===== config.mk =====
export PLATFORM = sky130hd
export DESIGN_NAME = axis_join
export DESIGN_NICKNAME = d
export VERILOG_FILES = /design/src/rtl/axis_join.sv
export SDC_FILE = /design/constraint.sdc
export NUM_CORES = 1
export LEC_CHECK = 0
export CAP_MARGIN = 40
export CORE_MARGIN = 3
export CORE_UTILIZATION = 40
export DETAILED_ROUTE_END_ITERATION = 7
export PLACE_DENSITY = 0.78
export SKIP_CTS_REPAIR_TIMING = 1
export SLEW_MARGIN = 30
export SYNTH_ARGS = -nofsm -noshare
export SYNTH_HDL_FRONTEND = slang
export SYNTH_SLANG_ARGS = --single-unit

===== constraint.sdc =====
create_clock -name clk -period 2.33 [get_ports clk]
set_input_delay 0.466 -clock clk [delete_from_list [all_inputs] [get_ports clk]]
set_output_delay 0.466 -clock clk [all_outputs]
set_load 0.01 [all_outputs]

===== src/rtl/axis_join.sv =====
// axis_join: two-to-one AXI-Stream merger that strictly alternates between
// branch s01 and branch s00 (starting on s01). The output is registered and
// backed by a one-word skid register, so the slave treadys depend only on
// local flops and never on m_axis_tready.
//
// Ports:
//   clk, rst_n                 clock, asynchronous active-low reset
//   join_enable                1: toggle source after each accepted word
//   s00_axis_* / s01_axis_*    slave branches (tvalid, tdata, tready)
//   m_axis_*                   merged master stream (registered tvalid/tdata)
//   join_sel                   current source: 0 = s01, 1 = s00
//   join_count                 words accepted since reset (wraps)
module axis_join #(
  parameter int unsigned DATA_WD = 64,
  parameter int unsigned CNT_WD  = 32
) (
  input  logic               clk,
  input  logic               rst_n,
  input  logic               join_enable,
  input  logic               s00_axis_tvalid,
  input  logic [DATA_WD-1:0] s00_axis_tdata,
  output logic               s00_axis_tready,
  input  logic               s01_axis_tvalid,
  input  logic [DATA_WD-1:0] s01_axis_tdata,
  output logic               s01_axis_tready,
  output logic               m_axis_tvalid,
  output logic [DATA_WD-1:0] m_axis_tdata,
  input  logic               m_axis_tready,
  output logic               join_sel,
  output logic [CNT_WD-1:0]  join_count
);

  logic               sel_q, sel_d;
  logic               run_q, run_d;
  logic               m_valid_q, m_valid_d;
  logic [DATA_WD-1:0] m_data_q, m_data_d;
  logic               skid_valid_q, skid_valid_d;
  logic [DATA_WD-1:0] skid_data_q, skid_data_d;
  logic [CNT_WD-1:0]  count_q, count_d;

  logic               rdy;
  logic               sel_valid;
  logic [DATA_WD-1:0] sel_data;
  logic               accept;
  logic               out_free;

  // Ready is purely register-derived; a full skid blocks both branches.
  assign rdy       = run_q & ~skid_valid_q;
  assign sel_valid = sel_q ? s00_axis_tvalid : s01_axis_tvalid;
  assign sel_data  = sel_q ? s00_axis_tdata  : s01_axis_tdata;
  assign accept    = rdy & sel_valid;
  assign out_free  = ~m_valid_q | m_axis_tready;

  // Next-state: source select, counter, output and skid registers.
  always_comb begin
    sel_d        = sel_q;
    run_d        = 1'b1;
    m_valid_d    = m_valid_q;
    m_data_d     = m_data_q;
    skid_valid_d = skid_valid_q;
    skid_data_d  = skid_data_q;
    count_d      = count_q;

    if (accept) begin
      count_d = count_q + CNT_WD'(1);
      if (join_enable) begin
        sel_d = ~sel_q;
      end
    end

    if (out_free) begin
      if (skid_valid_q) begin
        // accept cannot coincide here since rdy is low while skid is full
        m_valid_d    = 1'b1;
        m_data_d     = skid_data_q;
        skid_valid_d = 1'b0;
      end else if (accept) begin
        m_valid_d = 1'b1;
        m_data_d  = sel_data;
      end else begin
        m_valid_d = 1'b0;
      end
    end else if (accept) begin
      skid_valid_d = 1'b1;
      skid_data_d  = sel_data;
    end
  end

  // State registers.
  always_ff @(posedge clk or negedge rst_n) begin
    if (!rst_n) begin
      sel_q        <= 1'b0;
      run_q        <= 1'b0;
      m_valid_q    <= 1'b0;
      m_data_q     <= '0;
      skid_valid_q <= 1'b0;
      skid_data_q  <= '0;
      count_q      <= '0;
    end else begin
      sel_q        <= sel_d;
      run_q        <= run_d;
      m_valid_q    <= m_valid_d;
      m_data_q     <= m_data_d;
      skid_valid_q <= skid_valid_d;
      skid_data_q  <= skid_data_d;
      count_q      <= count_d;
    end
  end

  assign s00_axis_tready = rdy & sel_q;
  assign s01_axis_tready = rdy & ~sel_q;
  assign m_axis_tvalid   = m_valid_q;
  assign m_axis_tdata    = m_data_q;
  assign join_sel        = sel_q;
  assign join_count      = count_q;

endmodule


==> results of run 1 <==
[synth_stat cells (3+ instances only)]
master and instances:
buf_4 4, clkbuf_1 23, dfrtp_1 164, and3_1 3
buf_2 24, or3_1 3, nand3_1 11, nor2_1 135
nand2_1 83, mux2i_1 64, o21ai_0 63, xnor2_1 22
a21oi_1 128, xor2_1 10, nor3_1 7, nand4_1 8
[through the flow]
step	setup slack (ns)	hold slack (ns)
after floorplan	0.4831	0.1704
after global placement	0.1563	0.4288
after detailed placement	0.1055	0.4269
after CTS	-0.1070	-0.02346
after global routing	0.02648	0.5056
final	0.06853	0.4768
[routing by layer]
| layer | up-vias | track usage, % | part of all wire, % |
|---|---|---|---|
| li1 | 3087 | - | - |
| met1 | 2891 | 23.46 | 43 |
| met2 | 180 | 29.22 | 48 |
| met3 | 23 | 5.309 | 6.6 |
| met4 | 0 | 6.403 | 2.3 |
| met5 | - | 0 | 0 |
[final timing paths]
check / startpoint / end / slack, ns / cells past startpoint
worst min register to register: m_axis_tdata[33] / m_axis_tdata[33] / 0.48 / 2
min in group asynchronous: rst_n / skid_data_q[39] / 0.54 / 2
worst min-delay path: m_axis_tdata[33] / m_axis_tdata[33] / 0.48 / 2
max in group asynchronous: rst_n / skid_data_q[9] / 1.15 / 3
worst max register to register: join_sel / join_count[29] / 0.37 / 6
worst max-delay path: skid_valid_q / s00_axis_tready / 0.07 / 3
[power groups by stage]
| stage | Combinational, mW | Sequential (mW) | Clock, mW |
|---|---|---|---|
| after floorplan | 2.32 | 4.85 | 0 |
| final | 4.70 | 4.66 | 2.74 |
| after global placement | 4.52 | 4.69 | 0 |
| after CTS | 4.65 | 4.71 | 2.81 |
| after detailed placement | 4.64 | 4.75 | 0 |
| after global routing | 5.21 | 4.81 | 2.94 |
[critical path, cell delays in order, from the launching register on]
cell	delay, ns
dfrtp_4	0.52
nor2b_4	0.15
and2_1	0.17
clkdlybuf4s50_1	0.54
[sequential cells by signal, summed over array words and instances, names as in the netlist]
register / count
join_sel: 1
skid_data_q: 64
skid_valid_q: 1
m_axis_tvalid: 1
join_count: 32
m_axis_tdata: 64
run_q: 1
[cell families (layout without fill, tap and decap cells)]
kind of cell,count (synthesis),after routing,synth area share (%)
flip-flops,164,164,55.18
AND/OR/NAND/NOR,266,266,15.44
adder cells (fa/ha/maj),1,1,0.1682
XOR/XNOR,32,32,3.768
multiplexers,66,66,9.068
AO/OA/AOI/OAI,193,193,12.99
other,1,2,0.05042
buffers and inverters,54,289,3.331
[area by class of cell]
type	count	share of cell area [%]
Timing Repair Buffer	255	24.12
Clock inverter	10	0.9013
Inverter	2	0.07023
Antenna cell	1	0.02341
Tap cell	229	2.681
Multi-Input combinational cell	559	29.11
Sequential cell	164	38.46
Clock buffer	22	4.624
==> metrics.md, run 1 <==
| Metric | Value |
|---|---|
| Status | finished clean |
| Core area | around 18000 sq um |
| Largest net degree at the start of global routing | 91 |
| Num Clock Sinks | approximately 160 |
| Synth top area share | 55.18% |
| DR vias/cell | between 4 and 5 |
| Leading cell type in the layout, fill and taps excluded | clkdlybuf4s50_1 |
| Setup CP Type | flip-flop to output port |
| CTS tree | done |
| Critical Path AT | 1.80 ns |
| Worst slew pin tran | roughly 0.76 ns |
| Detailed Route WL | around 18 mm |
| Total area of sequential cells | slightly above 4000 sq um |
| Num CTS Buffers | 17 |
| DR pass1 iterations | 4 |
| Routed length per instance | 14.81 um |
| Comb power frac | between 30% and 40% |
| Initial core utilization | roughly two fifths |
| Htree depth | 4 |
| Max-slew violations | 0 |
| Post-Syn Area | 7437 sq um |
| RSZ-0062 raised after global routing | no |
| Max transition margin | between 40 and 50% |
| Pwr/cell area | 1132 nW/um^2 |
| Post-synth EDFFs | 0 |
| Primary FF master, synth | dfrtp_1 |
| First-pass GRT wire length | around 30 mm |
| Cells after DPL | about 1200 |
| Final Core Density | 59.10% |
| Die width | about 140 um |
| Clock Power Share | 22.6% |
| Setup-failing EPs final | 0 |
| Multi-input logic area | between 3000 and 4000 sq um |
| Clock Pin Slew Worst Setup and Hold Paths | around 0.06 ns |
| Placement Cell Area | 10040 sq um |
| CP required | about 1.9 ns |
| Proportion of layout cells with a drive suffix above 1 | around 6.7% |
| Buffers added on ports | approximately 230 |
| NetSw | roughly 4 mW |
| Max Fclk | approximately 0.44 GHz |
| Synth Warn # | 0 |
| Area growth syn-to-layout | 43.72% |
| Clock latency on the worst-skew pair | just over 0.4 ns |
| Ys async rst share | 100.0% |
| Final Hold Viols | 0 |
| Initial drt markers | between 200 and 250 |
| Via count | just over 6000 |
| Post-synth top area cell | dfrtp_1 |
| Switching share of total power | between 30% and 40% |
| Sequential share of the synthesized area | between 50% and 60% |
| Final Instance Area | roughly 11000 sq um |
| Die Span Y | between 100 and 150 um |
| Tmin final | 2.261 ns |
| Sequential share of power | about two fifths |
| Longest Clk Path Bufs | 2 |
| Antenna violations before repair | 1 |
| GRT Overall Usage | 18.13% |
| DP HPWL | 13.23 mm |
| Setup Skew | 0.007660 ns |
| # rows | approximately 50 |
| Synth Register Bits | between 150 and 200 |
| CTS Root Cell | clkbuf_16 |
| Syn Area/Cell | roughly 9.6 sq um |
| Internal | between 8 and 9 mW |
| Filler cell count | about 1600 |
| Mapped Cells | 777 |
| Period utilisation layout | between 90% and 100% |
| CP Launch Type | flip-flop |
| Most frequent cells in the layout | clkdlybuf4s50_1 (231), dfrtp_1 (162), nor2_1 (135) |
| Routability cong. | 0.8178 |
| Setup TNS | 0 ns |
| Finished Layout Cells | approximately 1200 |
| Global route overflow | 0 |
| Nets | 1134 |
| Post-DRT Antenna Nets | 0 |
| # DRC | 0 |
| Synth cell types | 36 |
| Hold crit path type | flip-flop to flip-flop |
| MaxCap Viol Count | 0 |
| IO Count | roughly 230 |
| Crit-path max FO | 5 |
| Worst VDD drop | between 0.6 and 0.7 mV |
| Vias in the first global route | 5894 |
| Total power | 12.10 mW |
| Mapped Nets | ~910 |
| CP Capture Type | output port |
| P_leak | 4.663 nW |
| Largest cells by area after synthesis | dfrtp_1 (55%), a21oi_1 (8.6%), mux2i_1 (8.6%), nor2_1 (6.8%), o21ai_0 (4.2%) |
| Die ar. | just over 20000 sq um |
(Power assumes the default switching activity.)
==> inputs of run 2 (changes only) <==
--- a/config.mk
+++ b/config.mk
@@ -8,6 +8,7 @@
 export CAP_MARGIN = 40
 export CORE_MARGIN = 3
 export CORE_UTILIZATION = 40
+export CTS_BUF_LIST = sky130_fd_sc_hd__clkbuf_4 sky130_fd_sc_hd__clkbuf_8
 export DETAILED_ROUTE_END_ITERATION = 7
 export PLACE_DENSITY = 0.78
 export SKIP_CTS_REPAIR_TIMING = 1
==> metrics.md, run 2 (synthesis gave the netlist of run 1 again) <==
| Metric | Value |
|---|---|
| Status | finished clean |
| Longest Clk Path Bufs | 2 (unchanged) |
| Die Span Y | 142.4 um (unchanged) |
| Hold Slack | 0.4805 ns (+0.003686 ns) |
| Num CTS Buffers | 17 (unchanged) |
| DR vias/cell | 4.950 (-0.53%) |
| CTS Root Cell | clkbuf_8 |
| Crit-path max FO | 12 (+7) |
| Switching share of total power | 35.31% (+1.5 points) |
| GRT Overall Usage | 18.04% (-0.090 points) |
| Sequential share of power | 40.9% (+2.4 points) |
| Total power | 11.38 mW (-6.0%) |
| CP required | 1.86 ns (about the same) |
| Max transition margin | 48.15% (-0.92 points) |
| CP Capture Type | output port |
| Area growth syn-to-layout | 41.08% |
| Final Hold Viols | 0 (unchanged) |
| Largest net degree at the start of global routing | 91 (unchanged) |
| RSZ-0062 raised after global routing | no |
| Period utilisation layout | 92.99% (-4.1 points) |
| Worst slew pin tran | 0.7777 ns (+0.01377 ns) |
| Tmin final | 2.167 ns (-0.09478 ns) |
| Initial drt markers | 253 (+9.5%) |
| CTS tree | done |
| Clock latency on the worst-skew pair | 0.43 ns (+0.02 ns) |
| CP Launch Type | flip-flop |
| Nets | 1133 (-0.088%) |
| # DRC | 0 (unchanged) |
| Routed length per instance | 14.85 um (+0.28%) |
| Comb power frac | 41.2% (+2.4 points) |
| First-pass GRT wire length | 29.50 mm (-0.26%) |
| Pwr/cell area | 1084 nW/um^2 (-4.2%) |
| Internal | 7.359 mW (-8.1%) |
| Total area of sequential cells | 4111 sq um (unchanged) |
| Max Fclk | 0.4615 GHz (+4.4%) |
| Post-DRT Antenna Nets | 0 (unchanged) |
| Hold crit path type | flip-flop to flip-flop |
| MaxCap Viol Count | 0 (unchanged) |
| Antenna violations before repair | 1 (unchanged) |
| Die ar. | 20260 sq um (unchanged) |
| P_leak | 4.585 nW (-1.7%) |
| Setup CP Type | flip-flop to output port |
| Multi-input logic area | 3112 sq um (unchanged) |
| Worst VDD drop | 0.5375 mV (-12%) |
| Vias in the first global route | 5884 (-0.17%) |
| Setup TNS | 0 ns (unchanged) |
| Initial core utilization | 41.12% (unchanged) |
| Num Clock Sinks | 164 (unchanged) |
| Clock Pin Slew Worst Setup and Hold Paths | 0.08 ns (+0.02 ns) |
| Core area | 18090 sq um (unchanged) |
| Leading cell type in the layout, fill and taps excluded | clkdlybuf4s50_1 |
| Clock Power Share | 17.9% (-4.7 points) |
| Worst-path cell chain | buf_4, clkdlybuf4s50_1 |
| Htree depth | 4 (unchanged) |
| Setup-failing EPs final | 0 (unchanged) |
| IO Count | 234 (unchanged) |
| # rows | 49 (unchanged) |
| Most frequent cells in the layout | clkdlybuf4s50_1 (230), dfrtp_1 (162), nor2_1 (135) |
| Setup Skew | 0.01154 ns (+0.003882 ns) |
| Via count | 6143 (-0.61%) |
| Max-slew violations | 0 (unchanged) |
| Die width | 142.4 um (unchanged) |
| Proportion of layout cells with a drive suffix above 1 | 6.627% (-0.092 points) |
| Critical Path AT | 1.70 ns (-0.10 ns) |
| DP HPWL | 13.23 mm (unchanged) |
| Buffers added on ports | 233 (unchanged) |
| NetSw | 4.016 mW (-1.9%) |
| Global route overflow | 0 (unchanged) |
| Routability cong. | 0.8178 (unchanged) |
| Filler cell count | 1575 (+1.2%) |
| Worst path slowest cell | clkdlybuf4s50_1 |
| Largest stage delay, worst path | 0.58 ns (+0.04 ns) |
| Detailed Route WL | 18.43 mm (+0.20%) |
| DR pass1 iterations | 4 (unchanged) |
## run 2: final timing paths
path / start / end / slack [ns] / cells past startpoint
worst max-delay path: join_sel / join_sel / 0.16 / 2
worst min-delay path: m_axis_tdata[33] / m_axis_tdata[33] / 0.48 / 2
worst max register to register: join_sel / join_count[29] / 0.36 / 6
worst min register to register: m_axis_tdata[33] / m_axis_tdata[33] / 0.48 / 2
max in group asynchronous: rst_n / m_axis_tdata[9] / 1.19 / 3
min in group asynchronous: rst_n / skid_data_q[39] / 0.52 / 2
## run 2: metrics by stage
stage	cell area [sq um]	std cells	setup WS, ns	utilization (%)
floorplan	7437	777	0.4831	-
global placement	10040	1203	0.1563	55.49
detailed placement	10040	1203	0.1055	55.49
CTS	10440	1235	-0.1580	57.70
global route	10490	1241	0.08965	58.01
finish	10490	1241	0.1633	58.01
## run 2: worst max-delay path, delay by kind of cell (launching register included)
| family | cells | cell delay [ns] |
|---|---|---|
| buffers and inverters | 2 | 0.82 |
| DFF | 1 | 0.45 |
## run 2: routing by layer
layer  track usage, %  share of wire (%)  vias to the layer above
met4            6.453                2.1                        0
li1                 -                  -                     3075
met3            4.973                6.1                       21
met5                0                  0                        -
met2            29.12                 48                      159
met1            23.47                 44                     2888
## run 2: area by class of cell
cell class | count | area share (%)
antenna | 1 | 0.02385
clock buffer | 22 | 2.886
clock inverter | 10 | 0.9182
inverter | 2 | 0.07155
multi-input combinational | 559 | 29.66
sequential | 164 | 39.18
tap | 229 | 2.731
timing repair buffer | 254 | 24.53
## run 2: power groups by stage
| stage | Clock, mW | Sequential, mW | Combinational [mW] |
|---|---|---|---|
| 6_report | 2.04 | 4.65 | 4.69 |
| 5_1_grt | 2.22 | 4.80 | 5.20 |
| 4_1_cts | 2.10 | 4.70 | 4.65 |
| 3_5_place_dp | 0 | 4.75 | 4.64 |
| 3_3_place_gp | 0 | 4.69 | 4.52 |
| 2_1_floorplan | 0 | 4.85 | 2.32 |
==> inputs of run 3 (changes only) <==
--- a/config.mk
+++ b/config.mk
@@ -16,3 +16,4 @@
 export SYNTH_ARGS = -nofsm -noshare
 export SYNTH_HDL_FRONTEND = slang
 export SYNTH_SLANG_ARGS = --single-unit
+export TNS_END_PERCENT = 1
==> metrics.md, run 3 (synthesis gave the netlist of run 1 again) <==
| Metric | Value |
|---|---|
| Status | finished clean |
| Buffers added on ports | 233 (unchanged) |
| WP buf/inv | 2 (unchanged) |
| Pre-CTS setup slack | 0.1055 ns (unchanged) |
| CP required | 1.86 ns (about the same) |
| Die width | 142.4 um (unchanged) |
| Worst slew pin tran | 0.7731 ns (-0.004641 ns) |
| Longest Clk Path Bufs | 2 (unchanged) |
| Initial drt markers | 278 (+9.9%) |
| Internal | 7.327 mW (-0.43%) |
| Clock latency on the worst-skew pair | 0.43 ns (about the same) |
| Largest stage delay, worst path | 0.60 ns (+0.02 ns) |
| Proportion of layout cells with a drive suffix above 1 | 6.256% (-0.37 points) |
| CP Launch Type | flip-flop |
| DR pass1 iterations | 6 (+2) |
| Via count | 6105 (-0.62%) |
| Period utilisation layout | 96.97% (+4.0 points) |
| DP HPWL | 13.23 mm (unchanged) |
| Filler cell count | 1579 (+0.25%) |
| Clock Power Share | 17.9% (about the same) |
| Htree depth | 4 (unchanged) |
| DR vias/cell | 4.935 (-0.30%) |
| Routability cong. | 0.8178 (unchanged) |
| Finished Layout Cells | 1237 (-0.32%) |
| CTS Root Cell | clkbuf_8 |
| Max transition margin | 48.46% (+0.31 points) |
| Antenna violations before repair | 1 (unchanged) |
| Worst path slowest cell | dfrtp_4 |
| Switching share of total power | 35.29% (about the same) |
| Largest net degree at the start of global routing | 91 (unchanged) |
| Sequential share of power | 41.5% (+0.6 points) |
| Leading cell type in the layout, fill and taps excluded | clkdlybuf4s50_1 |
| CP Capture Type | output port |
| Clock Pin Slew Worst Setup and Hold Paths | 0.08 ns (about the same) |
| Die Span Y | 142.4 um (unchanged) |
| Hold crit path type | flip-flop to flip-flop |
| P_leak | 4.569 nW (-0.36%) |
| Global route overflow | 0 (unchanged) |
| Setup CP Type | flip-flop to output port |
| Hold Slack | 0.4813 ns (+0.0007960 ns) |
| Setup ws final | 0.07066 ns (-0.09265 ns) |
| Cells after DPL | 1203 (unchanged) |
| GRT Overall Usage | 18.04% (unchanged) |
| First-pass GRT wire length | 29.50 mm (unchanged) |
| Vias in the first global route | 5884 (unchanged) |
| Num Clock Sinks | 164 (unchanged) |
| Nets | 1129 (-0.35%) |
| CTS tree | done |
| Area growth syn-to-layout | 40.78% |
| Num CTS Buffers | 17 (unchanged) |
| Pwr/cell area | 1081 nW/um^2 (-0.24%) |
| Routed length per instance | 14.81 um (-0.28%) |
| Core area | 18090 sq um (unchanged) |
| Detailed Route WL | 18.32 mm (-0.60%) |
| Worst VDD drop | 0.5369 mV (-0.11%) |
| Die ar. | 20260 sq um (unchanged) |
| # rows | 49 (unchanged) |
| Critical Path AT | 1.79 ns (+0.09 ns) |
| # DRC | 0 (unchanged) |
| CP top delay family | buffers and inverters |
| RSZ-0062 raised after global routing | yes |
| Final Hold Viols | 0 (unchanged) |
| Most frequent cells in the layout | clkdlybuf4s50_1 (230), dfrtp_1 (162), nor2_1 (135) |
| Tmin final | 2.259 ns (+0.09265 ns) |
| Final Core Density | 57.89% (-0.12 points) |
| Initial core utilization | 41.12% (unchanged) |
| Setup Skew | 0.01135 ns (-0.0001917 ns) |
| Max-slew violations | 0 (unchanged) |
| Setup-failing EPs final | 0 (unchanged) |
| Post-DRT Antenna Nets | 0 (unchanged) |
| Max Fclk | 0.4426 GHz (-4.1%) |
| Crit-path max FO | 12 (unchanged) |
| Worst-path cell chain | buf_8, clkdlybuf4s50_1 |
| NetSw | 3.996 mW (-0.50%) |
| Comb power frac | 40.6% (-0.6 points) |
| IO Count | 234 (unchanged) |
| MaxCap Viol Count | 0 (unchanged) |
==> run 3: cell types whose count changed in the layout (fill, tap and decap cells not counted), sizes merged <==
cell  previous run  this run
buf             21        17
==> run 3: worst reg2reg max path, delay by kind of cell, from the launching register on <==
family                 cells  cell delay, ns
AOI/OAI and AO/OA          2            0.40
buffers and inverters      1            0.34
DFF                        1            0.60
muxes                      1            0.45
and+or+nand+nor            1            0.07
==> run 3: power by group through the flow <==
stage	Combinational, mW	Clock, mW	Sequential [mW]
6_report	4.59	2.03	4.70
5_1_grt	5.10	2.22	4.85
3_3_place_gp	4.52	0	4.69
2_1_floorplan	2.32	0	4.85
3_5_place_dp	4.64	0	4.75
4_1_cts	4.65	2.10	4.70
==> run 3: layer usage <==
| layer | share of wire, % | vias up | track usage (%) |
|---|---|---|---|
| li1 | - | 3060 | - |
| met1 | 44 | 2854 | 23.47 |
| met2 | 48 | 172 | 29.12 |
| met3 | 6.5 | 19 | 4.973 |
| met4 | 1.8 | 0 | 6.453 |
| met5 | 0 | - | 0 |
==> run 3: metrics by stage <==
| stage | TNS (ns) | power (mW) | cell area [sq um] |
|---|---|---|---|
| after floorplan | 0 | 7.172 | 7437 |
| after global placement | 0 | 9.205 | 10040 |
| after detailed placement | 0 | 9.393 | 10040 |
| after CTS | -0.3768 | 11.45 | 10440 |
| after global routing | -0.007355 | 12.17 | 10470 |
| final | 0 | 11.32 | 10470 |
==> run 3: area by class of cell <==
| class | instances | area [sq um] | area share (%) |
|---|---|---|---|
| timing repair buffer | 250 | 2551 | 24.37 |
| sequential | 164 | 4111 | 39.27 |
| inverter | 2 | 7.507 | 0.07170 |
| clock buffer | 22 | 302.8 | 2.892 |
| clock inverter | 10 | 96.34 | 0.9202 |
| tap | 229 | 286.5 | 2.737 |
| multi-input combinational | 559 | 3112 | 29.72 |
| antenna | 1 | 2.502 | 0.02390 |
==> run 3: worst paths after layout <==
path | end | cells after the start | start | slack, ns
hold reg to reg | m_axis_tdata[33] | 2 | m_axis_tdata[33] | 0.48
max in group asynchronous | m_axis_tdata[9] | 3 | rst_n | 1.20
setup reg to reg | m_axis_tdata[51] | 5 | join_sel | 0.35
hold / removal | m_axis_tdata[33] | 2 | m_axis_tdata[33] | 0.48
min in group asynchronous | skid_data_q[39] | 2 | rst_n | 0.52
setup / recovery | join_sel | 2 | join_sel | 0.07
==> edit: new RTL, settings of run 2 <==
Reset style: synchronous (`rst_n`), changed in one clocked block. Comments in the files are not updated.
--- a/src/rtl/axis_join.sv
+++ b/src/rtl/axis_join.sv
@@ -89,3 +89,3 @@
   // State registers.
-  always_ff @(posedge clk or negedge rst_n) begin
+  always_ff @(posedge clk) begin
     if (!rst_n) begin
Function: differs if rst_n is asserted again (counterexample within 4 cycles, from zero or initial values and one cycle with rst_n low); with rst_n held inactive, the same outputs for 4 cycles.
==> edit against run 2 <==
- first-iteration DRC count increased by 95%
- synthesized area increased by 0.62%
- register-to-register slack got worse by 230 ps
- final area increased by 1.4%
- clock skew decreased by 2.8 ps
- sequential cell count unchanged
- worst setup slack got worse by 79 ps
- fmax decreased by 3.5%
- cell count increased by 9.5%
- wire length increased by 17%
Power is not compared: it rests on default switching activity, and its combinational part moved more than twofold at a synthesized area within 25%.
==> edit: results (changes against run 2) <==
metric,value,unit,change
status,"finished, final reports clean",,
Synth cell types,35,,-2.8%
Final setup viols,0,,unchanged
clk slew on worst S/H paths,90,ps,
critical path launch point,join_sel$_SDFFE_PN0P_,,
syn nets,1060,,+16%
per-cell routed wire length,15.9,um,+6.8%
r2r setup slk,130,ps,-230 ps
Critical R2R Capture,join_count[27]$_SDFFE_PN0P_,,
Layout Nets,1252,,+11%
worst setup path endpoint,s00_axis_tready,,
vias in the first global route,6684,,+14%
"top cells by count, synth","dfxtp_1, o21ai_0, a21oi_1, nand2_1, clkbuf_1",,
DRT Pass-1 Iters,4,,unchanged
fill cell count,1614,,+2.5%
Leak,3.35,nW,
clk root buf,clkbuf_8,,
largest net degree at the start of global routing,68,,-25%
first-pass GRT wire length,34.1,mm,+16%
FP Rows,49,,unchanged
drt total wl,21.5,mm,+17%
PortBufs,233,,unchanged
via count,7431,,+21%
r2r startpoint,join_count[7]$_SDFFE_PN0P_,,
xor and xnor area share after synthesis,0.819,%,-2.9 points
Post-DP HPWL,14.6,mm,+10%
later-pin clock latency in the skew report,450,ps,+20 ps
Max rail drop VDD,0.315,mV,
clk_skew,8.74,ps,-2.80 ps
hold slack,475,ps,-5.97 ps
drt first-iter violations,494,,+95%
Hold Path Depth,2,,unchanged
clk buf depth,2,,unchanged
Slew @ Worst Pin,733,ps,-44.3 ps
Synth Area in Adders,0.167,%,-0.0010 points
CTS H-tree depth,4,,unchanged
R2R depth,4,,-2
yosys warns,0,,unchanged
diode count,0,,-1
total track usage,20.5,%,+2.5 points
"Seq/Total Area, Yosys",43.9,%,-11 points
synth top area cells,"dfxtp_1, o21ai_0, mux2i_1",,
CP max FO,23,,+11
crit path DAT,1780,ps,+80 ps
routability cong.,0.852,,+4.2%
hold path start,m_axis_tdata[9]$_SDFFE_PN0P_,,
post-synthesis mux area share,9.11,%,+0.044 points
fraction of registers with async set/reset,0,%,-100 points
total CTS buffers,17,,unchanged
share of cells above drive strength 1,6.46,%,-0.17 points
Hold Path End,m_axis_tdata[9]$_SDFFE_PN0P_,,
Compound-Gate Fraction of Synth Area,23.3,%,+10 points
Avg Inst Size Synth,8.09,um^2,-15%
initial antenna violation count,0,,-1
HP Class,register to register,,
==> edit: cell count changes after synthesis, sizes merged, moves of 53 or more <==
cell / before / now
dfrtp: 164 / 0
dfxtp: 0 / 164
o21ai: 65 / 136
a211oi: 0 / 64
nor2: 136 / 73
nand3: 11 / 71
clkbuf: 23 / 76
==> edit: final cells by class <==
| type | count | area, um^2 | area share [%] |
|---|---|---|---|
| multi-input cells | 666 | 3860 | 36.3 |
| clock buffers | 21 | 277 | 2.60 |
| repair buffers | 263 | 2710 | 25.4 |
| flip-flops and latches | 164 | 3290 | 30.9 |
| well taps | 229 | 287 | 2.69 |
| inverters | 5 | 21.3 | 0.200 |
| clock inverters | 11 | 198 | 1.86 |
==> edit: per-stage QoR <==
stage	area [um^2]	worst slack [ps]	total power [mW]	setup TNS, ps
6_report	10600	84.2	6.35	0
4_1_cts	10600	-160	6.41	-160
2_1_floorplan	7480	287	3.44	0
5_1_grt	10600	2.02	6.62	0
3_3_place_gp	10200	-100	3.97	-596
3_5_place_dp	10200	-170	3.99	-1150
==> edit: worst max-delay path, cell delays in order, from the launching register on <==
cell	delay [ps]
dfxtp_4	430
buf_12	200
and2_1	160
clkdlybuf4s50_1	540
==> edit: power by group <==
group | switching (mW) | internal [mW] | total [mW]
clock | 1.06 | 1.37 | 2.43
sequential | 0.0510 | 2.89 | 2.95
combinational | 0.453 | 0.523 | 0.976
==> edit: logic make-up (layout without fill, tap and decap cells) <==
family	after synthesis	after routing
mux	68	68
simple gates	283	283
fa+ha+maj	1	1
compound gates	307	307
xor+xnor	7	7
buf+inv	95	300
flops	164	164
==> edit: metal layers <==
metal	vias to the layer above	wire length (um)	GRT usage (%)
met3	18	1130	4.35
met2	218	10500	34.4
met5	-	0	0
met1	3466	9680	27.2
met4	0	204	5.00
li1	3729	-	-
